`src/rtl/dot_matrix_mover.sv`:
```
// Moves one lit dot around a 6x6 LED matrix from four async push-buttons, wrapping at edges.
// Latency: button first sampled high at edge k moves row/col at edge k+3.
// No backpressure: presses during the post-accept lockout are dropped, never queued.
module dot_matrix_mover #(
    parameter int CLK_HZ     = 12_000_000,
    parameter int LOCKOUT_MS = 10,
    parameter int START_ROW  = 0,
    parameter int START_COL  = 0
) (
    input  logic       clk,
    input  logic       rst,
    input  logic       btn_up,
    input  logic       btn_left,
    input  logic       btn_right,
    input  logic       btn_down,
    output logic [5:0] row,
    output logic [5:0] col
);

`ifdef SIMULATION
    localparam int LOCK_MS_EFF = 1;
`else
    localparam int LOCK_MS_EFF = LOCKOUT_MS;
`endif
    localparam int LOCK_CYC = (CLK_HZ / 1000) * LOCK_MS_EFF;
    localparam int LOCK_MAX = (LOCK_CYC > 1) ? (LOCK_CYC - 1) : 1;
    localparam int LOCK_W   = $clog2(LOCK_MAX + 1);

    localparam logic [2:0] START_R = 3'(START_ROW);
    localparam logic [2:0] START_C = 3'(START_COL);

    // Bit order gives the acceptance priority: up > down > left > right.
    localparam int B_UP = 3;
    localparam int B_DN = 2;
    localparam int B_LT = 1;
    localparam int B_RT = 0;

    function automatic logic [5:0] onehot6(input logic [2:0] idx);
        logic [5:0] v;
        v = 6'b000001;
        if (idx <= 3'd5) begin
            v = 6'b000001 << idx;
        end
        return v;
    endfunction

    function automatic logic [2:0] step_dec(input logic [2:0] v);
        logic [2:0] r;
        if (v > 3'd5)       r = 3'd0;
        else if (v == 3'd0) r = 3'd5;
        else                r = v - 3'd1;
        return r;
    endfunction

    function automatic logic [2:0] step_inc(input logic [2:0] v);
        logic [2:0] r;
        if (v >= 3'd5) r = 3'd0;
        else           r = v + 3'd1;
        return r;
    endfunction

    logic [3:0]        btn_raw;
    logic [3:0]        btn_meta_q, btn_meta_d;
    logic [3:0]        btn_sync_q, btn_sync_d;
    logic [3:0]        btn_prev_q, btn_prev_d;
    logic [2:0]        armed_q, armed_d;
    logic [LOCK_W-1:0] lock_q, lock_d;
    logic [2:0]        pos_row_q, pos_row_d;
    logic [2:0]        pos_col_q, pos_col_d;
    logic [5:0]        row_q, row_d;
    logic [5:0]        col_q, col_d;
    logic [3:0]        btn_rise;
    logic              accept;

    assign btn_raw = {btn_up, btn_down, btn_left, btn_right};

    always_comb begin
        btn_meta_d = btn_raw;
        btn_sync_d = btn_meta_q;
        btn_prev_d = btn_sync_q;
        armed_d    = {armed_q[1:0], 1'b1};

        // btn_prev_q still holds its reset value until three edges after reset, so a button held
        // through reset would look like a fresh edge; suppress edges until it holds a real sample.
        btn_rise = btn_sync_q & ~btn_prev_q & {4{armed_q[2]}};
        accept   = (lock_q == '0) && (btn_rise != 4'b0000);

        lock_d = lock_q;
        if (accept) begin
            lock_d = LOCK_W'(LOCK_MAX);
        end else if (lock_q != '0) begin
            lock_d = lock_q - LOCK_W'(1);
        end

        pos_row_d = (pos_row_q > 3'd5) ? 3'd0 : pos_row_q;
        pos_col_d = (pos_col_q > 3'd5) ? 3'd0 : pos_col_q;
        if (accept) begin
            if (btn_rise[B_UP])      pos_row_d = step_dec(pos_row_q);
            else if (btn_rise[B_DN]) pos_row_d = step_inc(pos_row_q);
            else if (btn_rise[B_LT]) pos_col_d = step_dec(pos_col_q);
            else if (btn_rise[B_RT]) pos_col_d = step_inc(pos_col_q);
        end

        row_d = onehot6(pos_row_q);
        col_d = ~onehot6(pos_col_q);
    end

    always_ff @(posedge clk or posedge rst) begin
        if (rst) begin
            btn_meta_q <= 4'b0000;
            btn_sync_q <= 4'b0000;
            btn_prev_q <= 4'b0000;
            armed_q    <= 3'b000;
            lock_q     <= '0;
            pos_row_q  <= START_R;
            pos_col_q  <= START_C;
            row_q      <= onehot6(START_R);
            col_q      <= ~onehot6(START_C);
        end else begin
            btn_meta_q <= btn_meta_d;
            btn_sync_q <= btn_sync_d;
            btn_prev_q <= btn_prev_d;
            armed_q    <= armed_d;
            lock_q     <= lock_d;
            pos_row_q  <= pos_row_d;
            pos_col_q  <= pos_col_d;
            row_q      <= row_d;
            col_q      <= col_d;
        end
    end

    assign row = row_q;
    assign col = col_q;

endmodule

```
`config.mk`:
```
export PLATFORM = sky130hd
export DESIGN_NAME = dot_matrix_mover
export DESIGN_NICKNAME = d
export VERILOG_FILES = /design/src/rtl/dot_matrix_mover.sv
export SDC_FILE = /design/constraint.sdc
export NUM_CORES = 1
export LEC_CHECK = 0
export BUFFER_PORTS_ARGS = -buffer_cell sky130_fd_sc_hd__buf_2
export CAP_MARGIN = 0
export CORE_ASPECT_RATIO = 0.7
export CORE_UTILIZATION = 64
export DETAILED_ROUTE_END_ITERATION = 7
export PLACE_DENSITY = 0.84
export SETUP_SLACK_MARGIN = 0.5
export SLEW_MARGIN = 20
export SYNTH_ARGS = -nofsm -noshare
export SYNTH_HDL_FRONTEND = slang
export SYNTH_SLANG_ARGS = --single-unit
```
`constraint.sdc`:
```
create_clock -name clk -period 3.9 [get_ports clk]
set_input_delay 0.39 -clock clk [delete_from_list [all_inputs] [get_ports clk]]
set_output_delay 0.39 -clock clk [all_outputs]
set_load 0.01 [all_outputs]
```
==> results.yml <==
clocking:
  clockBufferDepth: 2
  htreeDepth: 2
  clock_latency_ns: 0.31
  clkTransAtPathRegs_ns: 0.09
  cts-buffers-inserted: 5
  cts_setup_buffers: 0
  cts_tree: "done"
  clock-root-buffer: "clkbuf_8"
  clock-sinks: 50
  ctsResizeCount: 0
  cts_hold_buf: 0
logic_synthesis:
  synth_cells: 213
  synth_most_common_cell: "dfrtp_1"
  synth_common_cells: "dfrtp_1, ha_1, nand2_1"
  synthFlopType: "dfrtp_1"
  synth_edf_count: 0
  syn_area_per_cell_um2: 11.3
  synth_cell_types: 55
  synth.yosys.warnings: 0
  synth_top_area_share_pct: 45.8
  ys_seq_area_share_pct: 52.4
  synth_nets: 233
  ys_async_sr_fraction_pct: 100
  synth_seq_cells: 50
  netlist_area_um2: 2400
  synth_top_area_cell: "dfrtp_1"
  netlist_top_cells_area: "dfrtp_1, ha_1, dfstp_2"
finish:
  area_growth_syn_to_layout_pct: 8.65
  diodes: 0
  fin_area_um2: 2610
  final_util_pct: 73.3
  finalNetCount: 251
  final_layout_size_suffix_gt1_share_pct: 16.4
  fin_cells: 282
critical_path:
  critPathLaunchType: "register"
  endpoint_kind: "register"
  critPathKind: "reg -> reg"
  cp.required_ns: 4.13
  cp_max_fo: 12
  worst_ep_arrival_time_ns: 2.44
sta:
  setup_ws_ns: 1.68
  final.setup_skew_ns: 0.00474
  finalSetupTns_ns: 0
  drv_slew: 0
  fmax_mhz: 451
  rsz0062_at_grt: "false"
  min_period_ns: 2.22
  holdWs_ns: 0.182
  finalHoldViolCount: 0
  timing.final.crit_share_pct: 56.8
  finalSetupViolCount: 0
  worstMarginPinSlew_ns: 0.843
  slew_headroom_pct: 43.7
floorplanning:
  die_y_um: 53.3
  dieWidth_um: 75.2
  fp.coreArea_um2: 3560
  start_util_pct: 67.5
  pin_count: 18
  rows: 18
  die_area_um2: 4010
route:
  drt-total-wl_um: 4450
  vias: 1706
  dr.pass1.iters: 4
  wl_per_cell_um: 15.8
  first_iter_violations: 146
  routed_via_density: 6.05
  ant_nets: 0
  drc_errors: 0
power_and_ir_drop:
  irDropWorstVdd_v: 0.000341
  powerDensity_nw_per_um2: 530
  p_total_mw: 1.38
  p_leak_nw: 1.14
global_routing:
  grt_pass1_vias: 1666
  grt_start_max_net_pins: 51
  grt_pass1_wl_um: 7690
  grtUsageTotal_pct: 27.0
  antenna_found_initial: 0
  grt_overflow: 0
place:
  io_buffers: 17
  gp_congestion: 0.918
  hpwl_um: 3090
  dp_cells: 274
  dp_worst_setup_slack_ns: 1.75
  placement.cell_area_um2: 2510
hold_path:
  min_path_type: "in -> reg"
run:
  cap_violations: 0
outcome:
  outcome: "finished, final reports clean"
==> per-layer routing <==
metal / share of wire (%) / vias up / track usage (%)
met3: 5.9 / 8 / 5.71
met5: 0 / - / 0
met1: 46 / 831 / 37.4
met4: 1.4 / 0 / 12.0
li1: - / 806 / -
met2: 47 / 61 / 41.1
==> area by class of cell <==
class / instances / area [µm²]
clock buffer: 6 / 82.6
clock inverter: 2 / 12.5
fill: 251 / 948
inverter: 9 / 35.0
multi-input combinational: 148 / 1070
sequential: 50 / 1260
tap: 50 / 62.6
timing repair buffer: 17 / 85.1
==> worst max-delay path: stages, from the launching register on <==
cell and delay, ns:
dfrtp_1 0.44, inv_1 0.12, ha_1 0.16, nor4b_4 0.26, nand4_2 0.32, nor3_1 0.56, mux2i_1 0.27
==> sequential cells by signal (all words and copies together), names as in the netlist <==
name	cells
btn_meta_q	4
pos_row_q	3
pos_col_q	3
col	6
btn_prev_d	4
lock_q	17
btn_prev_q	4
armed_q	3
row	6
==> cells in the final DEF, fill, tap and decap left out, types with 6 or more instances in the layout <==
cell      instances
clkbuf_8          6
mux2i_1           6
a21oi_1           8
nor3_1            7
nand3_1           6
ha_1             14
inv_1             7
o21ai_0           7
buf_2            17
dfstp_2           6
nor2_1           12
nand2_1          14
nor2b_1           7
dfrtp_1          44
==> logic make-up after synthesis <==
kind of cell | Yosys count | synth area share (%)
AND/OR/NAND/NOR | 79 | 20.3
flip-flops | 50 | 52.4
AO/OA/AOI/OAI | 44 | 13.0
buffers and inverters | 15 | 2.92
adder cells (fa/ha/maj) | 14 | 7.29
multiplexers | 6 | 2.50
XOR/XNOR | 4 | 1.46
other | 1 | 0.156
==> final timing paths <==
path / to / slack [ns] / from / cells past startpoint
setup reg to reg: pos_col_q[2]$_DFF_PP0_ / 1.68 / lock_q[0]$_DFFE_PP0P_ / 6
min in group asynchronous: btn_prev_d[2]$_DFF_PP0_ / 0.22 / rst / 2
setup / recovery: pos_col_q[2]$_DFF_PP0_ / 1.68 / lock_q[0]$_DFFE_PP0P_ / 6
max in group asynchronous: pos_col_q[1]$_DFF_PP0_ / 3.18 / rst / 2
hold reg to reg: btn_prev_d[0]$_DFF_PP0_ / 0.35 / btn_meta_q[0]$_DFF_PP0_ / 0
hold / removal: btn_meta_q[0]$_DFF_PP0_ / 0.18 / btn_right / 1
==> power breakdown <==
group,internal [mW],switching [mW]
logic,0.144,0.172
clock network,0.143,0.170
registers,0.617,0.137
total,0.904,0.479
No activity file was read; power rests on OpenSTA's default activity.
